--- config.mk ---
export PLATFORM = sky130hd
export DESIGN_NAME = mda_motor_hbridge_driver
export DESIGN_NICKNAME = d
export VERILOG_FILES = /design/src/rtl/mda_motor_hbridge_driver.sv
export SDC_FILE = /design/constraint.sdc
export NUM_CORES = 1
export LEC_CHECK = 0
export CORE_MARGIN = 5
export CORE_UTILIZATION = 50
export CTS_CLUSTER_SIZE = 8
export DETAILED_ROUTE_END_ITERATION = 7
export PLACE_DENSITY = 0.74
export SYNTH_ARGS = -nofsm -noshare
export SYNTH_HDL_FRONTEND = slang
export SYNTH_SLANG_ARGS = --single-unit
--- constraint.sdc ---
create_clock -name clk -period 5.2 [get_ports clk]
set_clock_uncertainty 0.05 [all_clocks]
set_input_delay 1.04 -clock clk [delete_from_list [all_inputs] [get_ports clk]]
set_output_delay 1.04 -clock clk [all_outputs]
set_load 0.02 [all_outputs]
--- src/rtl/mda_motor_hbridge_driver.sv ---
// Multi-channel H-bridge gate driver: PWM speed control, enforced dead time on every mode change, global e-stop.
// Optional macro MDA_MOTOR_BRAKE_EN: IDLE drives BRAKE (4'b0101) instead of COAST.
module mda_motor_hbridge_driver #(
  parameter int NUM_CH = 6,
  parameter int PWM_W = 8,
  parameter int DT_W = 10,
  parameter logic [DT_W-1:0] DEAD_TIME = 10'd500
) (
  input  logic                      clk,
  input  logic                      reset_n,
  input  logic [NUM_CH-1:0]         en,
  input  logic [NUM_CH-1:0]         dir,
  input  logic [NUM_CH*PWM_W-1:0]   duty,
  input  logic                      estop,
  output logic [4*NUM_CH-1:0]       out,
  output logic [NUM_CH-1:0]         busy
);

  typedef enum logic [1:0] {ST_IDLE, ST_DEAD, ST_FWD, ST_REV} state_t;

  localparam logic [3:0] FWD_CODE   = 4'b1001;
  localparam logic [3:0] REV_CODE   = 4'b0110;
  localparam logic [3:0] COAST_CODE = 4'b0000;
`ifdef MDA_MOTOR_BRAKE_EN
  localparam logic [3:0] IDLE_CODE  = 4'b0101;
`else
  localparam logic [3:0] IDLE_CODE  = 4'b0000;
`endif

  localparam logic [DT_W-1:0]  DT_LOAD = DEAD_TIME - 1'b1;
  localparam logic [PWM_W-1:0] CNT_MAX = {PWM_W{1'b1}} - 1'b1;

  state_t            state_q [NUM_CH];
  state_t            state_d [NUM_CH];
  state_t            tgt_q [NUM_CH];
  state_t            tgt_d [NUM_CH];
  state_t            req [NUM_CH];
  logic [DT_W-1:0]   dt_q [NUM_CH];
  logic [DT_W-1:0]   dt_d [NUM_CH];
  logic [PWM_W-1:0]  duty_lat_q [NUM_CH];
  logic [PWM_W-1:0]  duty_lat_d [NUM_CH];
  logic [PWM_W-1:0]  duty_eff [NUM_CH];
  logic [NUM_CH-1:0] pwm_on;
  logic [PWM_W-1:0]  cnt_q, cnt_d;
  logic [4*NUM_CH-1:0] out_q, out_d;
  logic [NUM_CH-1:0] busy_q, busy_d;

  always_comb begin
    cnt_d  = (cnt_q == CNT_MAX) ? '0 : cnt_q + 1'b1;
    out_d  = '0;
    busy_d = '0;
    for (int c = 0; c < NUM_CH; c++) begin
      // The fresh duty is used on the cnt=0 cycle itself so a new value starts cleanly at a period boundary.
      duty_eff[c]   = (cnt_q == '0) ? duty[c*PWM_W +: PWM_W] : duty_lat_q[c];
      duty_lat_d[c] = duty_eff[c];
      pwm_on[c]     = (cnt_q < duty_eff[c]);
      req[c]        = !en[c] ? ST_IDLE : (dir[c] ? ST_FWD : ST_REV);

      state_d[c] = state_q[c];
      tgt_d[c]   = tgt_q[c];
      dt_d[c]    = dt_q[c];
      if (estop) begin
        state_d[c] = ST_DEAD;
        tgt_d[c]   = req[c];
        dt_d[c]    = DT_LOAD;
      end else begin
        case (state_q[c])
          ST_DEAD: begin
            if (req[c] != tgt_q[c]) begin
              tgt_d[c] = req[c];
              dt_d[c]  = DT_LOAD;
            end else if (dt_q[c] == '0) begin
              state_d[c] = tgt_q[c];
            end else begin
              dt_d[c] = dt_q[c] - 1'b1;
            end
          end
          default: begin
            if (req[c] != state_q[c]) begin
              state_d[c] = ST_DEAD;
              tgt_d[c]   = req[c];
              dt_d[c]    = DT_LOAD;
            end
          end
        endcase
      end

      busy_d[c] = (state_q[c] == ST_DEAD);
      case (state_q[c])
        ST_FWD:  out_d[4*c +: 4] = pwm_on[c] ? FWD_CODE : COAST_CODE;
        ST_REV:  out_d[4*c +: 4] = pwm_on[c] ? REV_CODE : COAST_CODE;
        ST_IDLE: out_d[4*c +: 4] = IDLE_CODE;
        default: out_d[4*c +: 4] = COAST_CODE;
      endcase
      if (estop) begin
        out_d[4*c +: 4] = COAST_CODE;
      end
    end
  end

  always_ff @(posedge clk) begin
    if (!reset_n) begin
      cnt_q  <= '0;
      out_q  <= '0;
      busy_q <= '0;
      for (int c = 0; c < NUM_CH; c++) begin
        state_q[c]    <= ST_IDLE;
        tgt_q[c]      <= ST_IDLE;
        dt_q[c]       <= '0;
        duty_lat_q[c] <= '0;
      end
    end else begin
      cnt_q  <= cnt_d;
      out_q  <= out_d;
      busy_q <= busy_d;
      for (int c = 0; c < NUM_CH; c++) begin
        state_q[c]    <= state_d[c];
        tgt_q[c]      <= tgt_d[c];
        dt_q[c]       <= dt_d[c];
        duty_lat_q[c] <= duty_lat_d[c];
      end
    end
  end

  assign out  = out_q;
  assign busy = busy_q;

endmodule
## After elaboration in Yosys (flattened, before gate mapping)

Memories as Yosys holds them, arrays and structs flattened.
Index checks and enable logic that the tools add are counted.

- $add $sub $neg: 7
- Mux-type cells: 146
- $lt $le $gt $ge: 6
- Bitwise gates (word level): 25
- Reductions and logical operators: 9
- Eq/ne operators: 31

Operators by type and width:

| operator | number |
|---|---|
| 10-bit two-way mux | 36 |
| 2-bit two-way mux | 72 |
| 8-bit two-way mux | 12 |
| 10-bit logical NOT | 6 |
| 10-bit by 1-bit subtractor with 10-bit output, second input constant | 6 |
| 8-bit < comparator | 6 |
| 4-bit one-hot mux with 2 select lines | 6 |
| 2-bit == test, second input constant | 12 |
| 4-bit two-way mux | 6 |
| 2-bit != test | 12 |
| 1-bit bitwise OR | 24 |
| 3-bit two-way mux | 6 |
| 2-bit by 1-bit == test with 1-bit output, second input constant | 6 |
| 8-bit by 1-bit adder with 8-bit output, second input constant | 1 |
| 8-bit == test, second input constant | 1 |
| 8-bit logical NOT | 1 |
| 1-bit two-way mux | 8 |
| 2-bit OR reduction | 2 |
| 1-bit inverter | 1 |

- Memories: 4
- Memory bits (writable): 132
- Flip-flop bits (word level): 38
- Word-level logic and storage cells: 231
- Bits of input ports: 63

Memories:

| name | words | width | read ports | clocked after Yosys merged registers in | write ports | line | source |
|---|---|---|---|---|---|---|---|
| dt_q | 6 | 10 | 6 | 0 | 6 | 38 | `logic [DT_W-1:0] dt_q [NUM_CH];` |
| duty_lat_q | 6 | 8 | 6 | 0 | 6 | 40 | `logic [PWM_W-1:0] duty_lat_q [NUM_CH];` |
| state_q | 6 | 2 | 6 | 0 | 6 | 33 | `state_t state_q [NUM_CH];` |
| tgt_q | 6 | 2 | 6 | 0 | 6 | 35 | `state_t tgt_q [NUM_CH];` |

## Logic depth before layout (Yosys ltp)

Gate-level depths: netlist of the first run.

- Word-level depth: 7
- Gate-level depth with buffers: 13
- Mapped depth without buffers: 11

## Least setup slack after synthesis of the first run

OpenSTA, ideal clock, no wires.

- Path type: reg-to-reg
- Start point: register cnt_q[0]
- End point: register out_q[18], in the netlist out[18]
- Cell stages (with the launch flop): 13
- Arrival: 2.948 ns
- Buffers on the path: 2
- Setup slack: 2.136 ns
- Path through: dfxtp_1 clkbuf_1 inv_1 ha_1 nor4b_2 nand2_1 buf_2 mux2i_1 ha_1 a211o_1 a2111oi_0 o211ai_1 nor2_1

- Cells in the longest elaborated chain, start to end: 5

Ends and longest elaborated chain:

| element | line | source |
|---|---|---|
| start: declaration | 44 | `logic [PWM_W-1:0] cnt_q, cnt_d;` |
| start signal: assignment | 113 | `cnt_q <= cnt_d;` |
| 8-bit logical NOT | 54 | `duty_eff[c] = (cnt_q == '0) ? duty[c*PWM_W +: PWM_W] : duty_lat_q[c];` |
| 8-bit two-way mux | 54 |  |
| 8-bit < comparator * | 56 | `pwm_on[c] = (cnt_q < duty_eff[c]);` |
| 3-bit two-way mux * | 91 | `ST_REV: out_d[4*c +: 4] = pwm_on[c] ? REV_CODE : COAST_CODE;` |
| 4-bit one-hot mux with 2 select lines * | 89 | `case (state_q[c])` |
| end signal: assignment | 114 | `out_q <= out_d;` |
| end: declaration | 45 | `logic [4*NUM_CH-1:0] out_q, out_d;` |

Mark *: on every way between the ends. The rest lies on a longest branch, timed or not.
A chain may end at the register's enable or synchronous reset.

## Worst setup path in the final report of the first run

- Start point: register cnt_q[1]
- End point: register out_q[3], in the netlist out[3]

- Cells in the longest elaborated chain, start to end: 5

Ends and longest elaborated chain:

| element | line | source |
|---|---|---|
| 8-bit logical NOT | 54 |  |
| 8-bit two-way mux | 54 |  |
| 8-bit < comparator * | 56 |  |
| 4-bit two-way mux * | 90 | `ST_FWD: out_d[4*c +: 4] = pwm_on[c] ? FWD_CODE : COAST_CODE;` |
| 4-bit one-hot mux with 2 select lines * | 89 |  |

Marks and branches as above.

==> flow_metrics.py, run 1 <==
metrics = {
    "global_routing": {
        "antenna_found_initial": 0,
        "grtUsageTotal_pct": 20.3,
        "grt_pass1_wl_mm": 33.1,
        "grt_overflow_total": 0,
        "grt_max_degree": 106,
        "grt_pass1_vias": 6708,
    },
    "die": {
        "dieArea_sq_um": 19700,
        "fp-row-count": 47,
        "start_util_pct": 51.2,
        "core_region_area_sq_um": 16600,
        "die_y_microns": 141,
        "pin_count": 93,
        "die_w_microns": 141,
    },
    "synth": {
        "ys_seq_elements": 158,
        "synth_fp_nets": 1087,
        "yosys-top-cells-count": "158 x dfxtp_1, 108 x nor2_1, 74 x a21oi_1, 53 x mux2i_1, 51 x ha_1",
        "synth_top_family_by_area": "simple AND/OR/NAND/NOR gates",
        "synth_compound_gate_area_share_pct": 17.8,
        "synth_most_common_cell": "dfxtp_1",
        "synth_edf_count": 0,
        "synth_area_sq_um": 8520,
        "synth_area_per_cell_sq_um": 8.76,
        "synth_fa_ha_area_share_pct": 7.49,
        "yosysTopAreaCell": "dfxtp_1",
        "synth.area.mux_share_pct": 6.40,
        "synth_ff_type": "dfxtp_1",
        "async_reset_ff_share_pct": 0,
        "synth_xor_area_share_pct": 3.69,
        "yosys_warnings": 0,
        "synth_cell_types": 81,
        "synth-simple-area-share_pct": 22.5,
        "synth_cells": 973,
        "yosysSeqAreaShare_pct": 37.1,
        "synth.area.top_cells": "dfxtp_1 37%, ha_1 7.5%, mux2i_1 6.2%",
        "synth_top_area_share_pct": 37.1,
    },
    "layout": {
        "design_area_sq_um": 10000,
        "ff_latch_area_sq_um": 3160,
        "synthToLayoutAreaGrowth_pct": 17.9,
        "final_util_pct": 60.3,
        "fillers": 1457,
        "nets": 1149,
        "drive_above_1_share_pct": 6.11,
        "n_antenna_cell": 0,
        "multiInputGateArea_sq_um": 4930,
    },
    "placed_design": {
        "place_area_sq_um": 9480,
        "place_congestion": 0.858,
        "dp_hpwl_mm": 14.1,
        "io_buffer_count": 92,
    },
    "route": {
        "viasPerCell": 5.76,
        "postRouteAntennaNets": 0,
        "drc": 0,
        "firstDrtPassIters": 5,
        "drt-total-wl_mm": 20.0,
        "dr_total_vias": 7295,
        "drt_iter0_drc": 508,
        "wl_per_cell_microns": 15.8,
    },
    "clock_network": {
        "clkSinkCount": 158,
        "clock_latency_ns": 0.43,
        "cts-root-buf": "clkbuf_16",
        "clk_path_buf_depth": 2,
        "cts.htree.levels": 4,
        "cts_buffers": 17,
        "postCtsHoldBufs": 0,
        "ctsResizeCount": 0,
        "cts_setup_buffers": 0,
        "clkTransAtPathRegs_ns": 0.06,
        "cts_tree": "yes",
    },
    "flow_run": {
        "drv_cap": 0,
    },
    "critical_path": {
        "crit_type": "reg2reg",
        "crit_top_cell": "ha_1",
        "cp.required_ns": 5.51,
        "slowest_stage": "nand2_2",
        "crit_path_start_kind": "register",
        "critical-path-max-stage-delay_ns": 0.65,
        "end_kind": "register",
        "arrival_ns": 4.35,
        "critPathCapture": "out[3]$_SDFF_PP0_",
        "r2r-start": "cnt_q[1]$_SDFF_PP0_",
        "timing.reg2reg.setup_slack_ns": 1.16,
        "cp-startpoint": "cnt_q[1]$_SDFF_PP0_",
        "crit_chain": "inv_1 -> ha_1 -> nor4b_2 -> nand2_2 -> buf_4 -> mux2i_1 -> ha_1 -> a211o_1 -> a2111oi_0 -> o211ai_1 -> nor2_1",
        "cp_max_fo": 28,
        "ff2ff_path_depth": 11,
        "regToRegEndpoint": "out[3]$_SDFF_PP0_",
    },
    "sta": {
        "final_hold_viol_count": 0,
        "rsz0062_at_grt": "false",
        "setup_viol": 0,
        "max_freq_mhz": 248,
        "min_period_ns": 4.04,
        "period_share_pct": 77.7,
        "tightest_slew_ns": 1.17,
        "slew_violations": 0,
        "fin_setup_tns_ns": 0,
        "slew_headroom_pct": 22.2,
    },
    "power": {
        "power.leakage_nw": 3.93,
        "power_density_nw_per_um2": 306,
        "ir_worst_vdd_mv": 0.262,
    },
    "status": {
        "run_status": "finished clean",
    },
    "min_path": {
        "hp-class": "reg2reg",
    },
}
[cells by family (layout without fill, tap and decap cells)]
group	Yosys count	in the layout
AND/OR/NAND/NOR	354	354
AO/OA/AOI/OAI	226	226
flip-flops	158	158
buffers and inverters	95	169
multiplexers	54	54
adder cells (fa/ha/maj)	51	51
XOR/XNOR	35	35
[routing by layer]
metal / global-route usage (%) / share of wire, % / up-vias
li1: - / - / 3688
met1: 28.3 / 47 / 3408
met2: 31.4 / 46 / 167
met3: 4.43 / 4.5 / 32
met4: 6.63 / 2.0 / 0
met5: 0 / 0 / -
[where the power goes]
part / total [mW] / switching, mW / internal [mW]
Clock: 1.21 / 0.494 / 0.712
Sequential: 1.35 / 0.0630 / 1.29
Combinational: 0.517 / 0.280 / 0.237
[per-stage QoR]
step	setup slack, ns	total power, mW	hold slack, ns	instances
2_1_floorplan	2.14	1.74	0.393	973
3_3_place_gp	1.34	1.88	0.412	1236
3_5_place_dp	1.17	1.89	0.421	1236
4_1_cts	1.15	3.10	0.432	1267
5_1_grt	0.775	3.23	0.446	1267
6_report	1.16	3.08	0.431	1267
[cell usage in the layout (no fill, tap or decap), types with 12 or more instances in the layout]
cell type | netlist | routed
xnor2_1 | 18 | 18
clkdlybuf4s50_1 | 0 | 92
a21oi_1 | 74 | 74
clkbuf_16 | 0 | 17
nor2b_1 | 12 | 12
a31oi_1 | 17 | 17
nand2_1 | 45 | 44
nand4_1 | 16 | 16
or3_1 | 22 | 22
ha_1 | 51 | 51
mux2i_1 | 53 | 53
inv_1 | 41 | 41
nor2_1 | 108 | 108
o21ai_0 | 41 | 41
nand3_1 | 33 | 33
dfxtp_1 | 158 | 158
xor2_1 | 16 | 16
nor3_1 | 36 | 36
[worst max-delay path: cells and delay by family, from the launching register on]
| kind | cells | cell delay, ns |
|---|---|---|
| muxes | 1 | 0.24 |
| DFF | 1 | 0.47 |
| AOI/OAI and AO/OA | 3 | 0.88 |
| adders and majority gates | 2 | 0.44 |
| buffers and inverters | 2 | 0.57 |
| and+or+nand+nor | 3 | 1.30 |
[final cells by class]
cell class / count / area share (%)
Sequential cell: 158 / 31.5
Tap cell: 220 / 2.74
Clock inverter: 11 / 1.18
Timing Repair Buffer: 96 / 9.47
Clock buffer: 20 / 4.45
Inverter: 42 / 1.58
Multi-Input combinational cell: 720 / 49.1
[registers in the layout, indices dropped and copies added, names as in the netlist]
| name | cells |
|---|---|
| state_q | 12 |
| busy | 6 |
| dt_q | 60 |
| duty_lat_q | 48 |
| tgt_q | 12 |
| cnt_q | 8 |
| out | 12 |
[how the worst min path moves through the flow]
| stage | start | end | slack [ns] | cells past startpoint |
|---|---|---|---|---|
| final | dt_q[5][4]$_SDFFE_PN0P_ | dt_q[5][4]$_SDFFE_PN0P_ | 0.43 | 2 |
| after global routing | dt_q[5][4]$_SDFFE_PN0P_ | dt_q[5][4]$_SDFFE_PN0P_ | 0.45 | 2 |
| after CTS | dt_q[4][9]$_SDFFE_PP0P_ | dt_q[4][9]$_SDFFE_PP0P_ | 0.43 | 2 |
| after detailed placement | dt_q[3][9]$_SDFFE_PP0P_ | dt_q[3][9]$_SDFFE_PP0P_ | 0.42 | 2 |
| after global placement | dt_q[4][9]$_SDFFE_PP0P_ | dt_q[4][9]$_SDFFE_PP0P_ | 0.41 | 2 |
| after floorplan | dt_q[5][4]$_SDFFE_PN0P_ | dt_q[5][4]$_SDFFE_PN0P_ | 0.39 | 2 |
Power figures use the tool's default switching activity.
==> run 2, diff against run 1 <==
Settings changed: PLACE_DENSITY 0.74 to 0.77.
Clock period 5.2 ns to 3.3 ns, I/O delays scaled along.
==> run 2 against run 1 <==
  * Fmax up 39%
  * Register-to-register slack worse by 0.77 ns
  * Final area up 2.2%
  * Combinational power up 65%
  * First-iteration DRC count down 36%
  * Power up 62%
  * Critical path type unchanged
  * Hold slack worse by 0.0077 ns
  * Critical endpoint is now out[19]$_SDFF_PP0_
==> flow_metrics.py, run 2 (synthesized netlist as in run 1, its figures left out) <==
metrics = {
    "sta": {
        "final_hold_viol_count": 0,
        "tightest_slew_ns": 0.622,
        "finalWorstSetupSlack_ns": 0.388,
        "slew_headroom_pct": 58.4,
        "period_share_pct": 88.3,
        "max_freq_mhz": 343,
        "min_period_ns": 2.91,
        "fin_setup_tns_ns": 0,
        "setup_viol": 0,
        "slew_violations": 0,
        "rsz0062_at_grt": "false",
    },
    "layout": {
        "mostFrequentLayoutCell": "dfxtp_1",
        "regMostFlops": "dt_q",
        "largest_register_ffs": 60,
        "fillers": 1419,
        "reg.largest.list": "dt_q: 60 flops, duty_lat_q: 48 flops",
        "nets": 1169,
        "synthToLayoutAreaGrowth_pct": 20.5,
        "drive_above_1_share_pct": 7.96,
        "final_cell_mix": "158 x dfxtp_1, 108 x nor2_1, 92 x clkdlybuf4s50_1, 74 x a21oi_1, 53 x mux2i_1",
        "n_antenna_cell": 0,
        "design_area_sq_um": 10300,
    },
    "die": {
        "die_w_microns": 141,
        "die_y_microns": 141,
        "dieArea_sq_um": 19700,
        "core_region_area_sq_um": 16600,
        "pin_count": 93,
        "fp-row-count": 47,
        "start_util_pct": 51.2,
    },
    "power": {
        "power.leakage_nw": 4.07,
        "power_density_nw_per_um2": 487,
        "ir_worst_vdd_mv": 0.435,
    },
    "placed_design": {
        "pre_cts_slack_ns": 0.403,
        "place_congestion": 0.902,
        "io_buffer_count": 92,
        "place_area_sq_um": 9650,
        "dp_hpwl_mm": 14.6,
    },
    "route": {
        "firstDrtPassIters": 5,
        "drc": 0,
        "wl_per_cell_microns": 16.0,
        "viasPerCell": 5.80,
        "drt_iter0_drc": 326,
        "drt-total-wl_mm": 20.6,
        "dr_total_vias": 7464,
        "postRouteAntennaNets": 0,
    },
    "critical_path": {
        "timing.reg2reg.setup_slack_ns": 0.39,
        "regToRegEndpoint": "out[19]$_SDFF_PP0_",
        "slowest_stage": "a2111oi_0",
        "crit_type": "reg2reg",
        "arrival_ns": 3.22,
        "cp-startpoint": "cnt_q[0]$_SDFF_PP0_",
        "crit_top_cell": "ha_1",
        "cp_max_fo": 30,
        "crit_path_start_kind": "register",
        "critical-path-max-stage-delay_ns": 0.43,
        "ff2ff_path_depth": 11,
        "end_kind": "register",
        "critPathCapture": "out[19]$_SDFF_PP0_",
        "critical_path_buf_inv_count": 2,
        "cp_top_family": "compound AO/OA/AOI/OAI gates",
        "cp.required_ns": 3.61,
        "r2r-start": "cnt_q[0]$_SDFF_PP0_",
        "crit_chain": "inv_1 -> ha_1 -> nor4b_2 -> nand2_2 -> buf_12 -> mux2i_1 -> ha_1 -> a211o_1 -> a2111oi_0 -> o211ai_1 -> nor2_1",
        "worst-path-stages": 11,
    },
    "clock_network": {
        "clkSinkCount": 158,
        "clock_latency_ns": 0.43,
        "ctsResizeCount": 0,
        "cts.htree.levels": 4,
        "clkTransAtPathRegs_ns": 0.06,
        "cts_buffers": 17,
        "clk_path_buf_depth": 2,
        "cts-root-buf": "clkbuf_16",
        "cts_setup_buffers": 0,
        "postCtsHoldBufs": 0,
        "cts_tree": "yes",
    },
    "global_routing": {
        "antenna_found_initial": 0,
        "grt_max_degree": 70,
        "grt_overflow_total": 0,
        "grt_pass1_vias": 7249,
        "grt_pass1_wl_mm": 35.0,
        "grtUsageTotal_pct": 21.1,
    },
    "status": {
        "run_status": "finished clean",
    },
    "flow_run": {
        "drv_cap": 0,
    },
    "min_path": {
        "hp-class": "reg2reg",
    },
}
run 2: worst min-delay path: stages, from the launching register on:
cell and delay [ns]:
dfxtp_1 0.32, nand2_1 0.05, a21oi_1 0.05
run 2: layout make-up:
| cell class | count | area, sq um | share of cell area (%) |
|---|---|---|---|
| Tap cell | 220 | 275 | 2.68 |
| Timing Repair Buffer | 116 | 1130 | 11.0 |
| Clock buffer | 22 | 474 | 4.62 |
| Multi-Input combinational cell | 720 | 4930 | 48.0 |
| Sequential cell | 158 | 3160 | 30.8 |
| Inverter | 42 | 159 | 1.55 |
| Clock inverter | 10 | 135 | 1.32 |
run 2: routing by layer:
layer  wire (microns)  vias up  GRT usage (%)
met5                0        -              0
met4              240        0           5.41
met3             1090       17           4.46
met2             9970      194           35.8
met1             9250     3539           27.3
li1                 -     3714              -
run 2: through the flow:
step / hold slack, ns / util (%) / instances / power [mW]
2_1_floorplan: 0.393 / - / 973 / 2.74
5_1_grt: 0.456 / 61.7 / 1288 / 5.23
3_5_place_dp: 0.414 / 58.0 / 1256 / 3.00
4_1_cts: 0.424 / 61.7 / 1288 / 5.02
3_3_place_gp: 0.411 / 58.0 / 1256 / 2.98
6_report: 0.423 / 61.7 / 1288 / 4.99
run 2: worst min path at each step:
stage,from,end,slack [ns],depth (start not counted)
final,dt_q[4][9]$_SDFFE_PP0P_,dt_q[4][9]$_SDFFE_PP0P_,0.42,2
after global routing,dt_q[5][4]$_SDFFE_PN0P_,dt_q[5][4]$_SDFFE_PN0P_,0.46,2
after CTS,dt_q[4][9]$_SDFFE_PP0P_,dt_q[4][9]$_SDFFE_PP0P_,0.42,2
after detailed placement,dt_q[4][9]$_SDFFE_PP0P_,dt_q[4][9]$_SDFFE_PP0P_,0.41,2
after global placement,dt_q[4][9]$_SDFFE_PP0P_,dt_q[4][9]$_SDFFE_PP0P_,0.41,2
after floorplan,dt_q[5][4]$_SDFFE_PN0P_,dt_q[5][4]$_SDFFE_PN0P_,0.39,2
run 2: report_power, final:
group / switching [mW] / leakage (nW) / internal [mW]
Sequential: 0.0894 / 1.31 / 2.03
Combinational: 0.461 / 2.47 / 0.394
Clock: 0.769 / 0.300 / 1.25
Total: 1.32 / 4.07 / 3.67
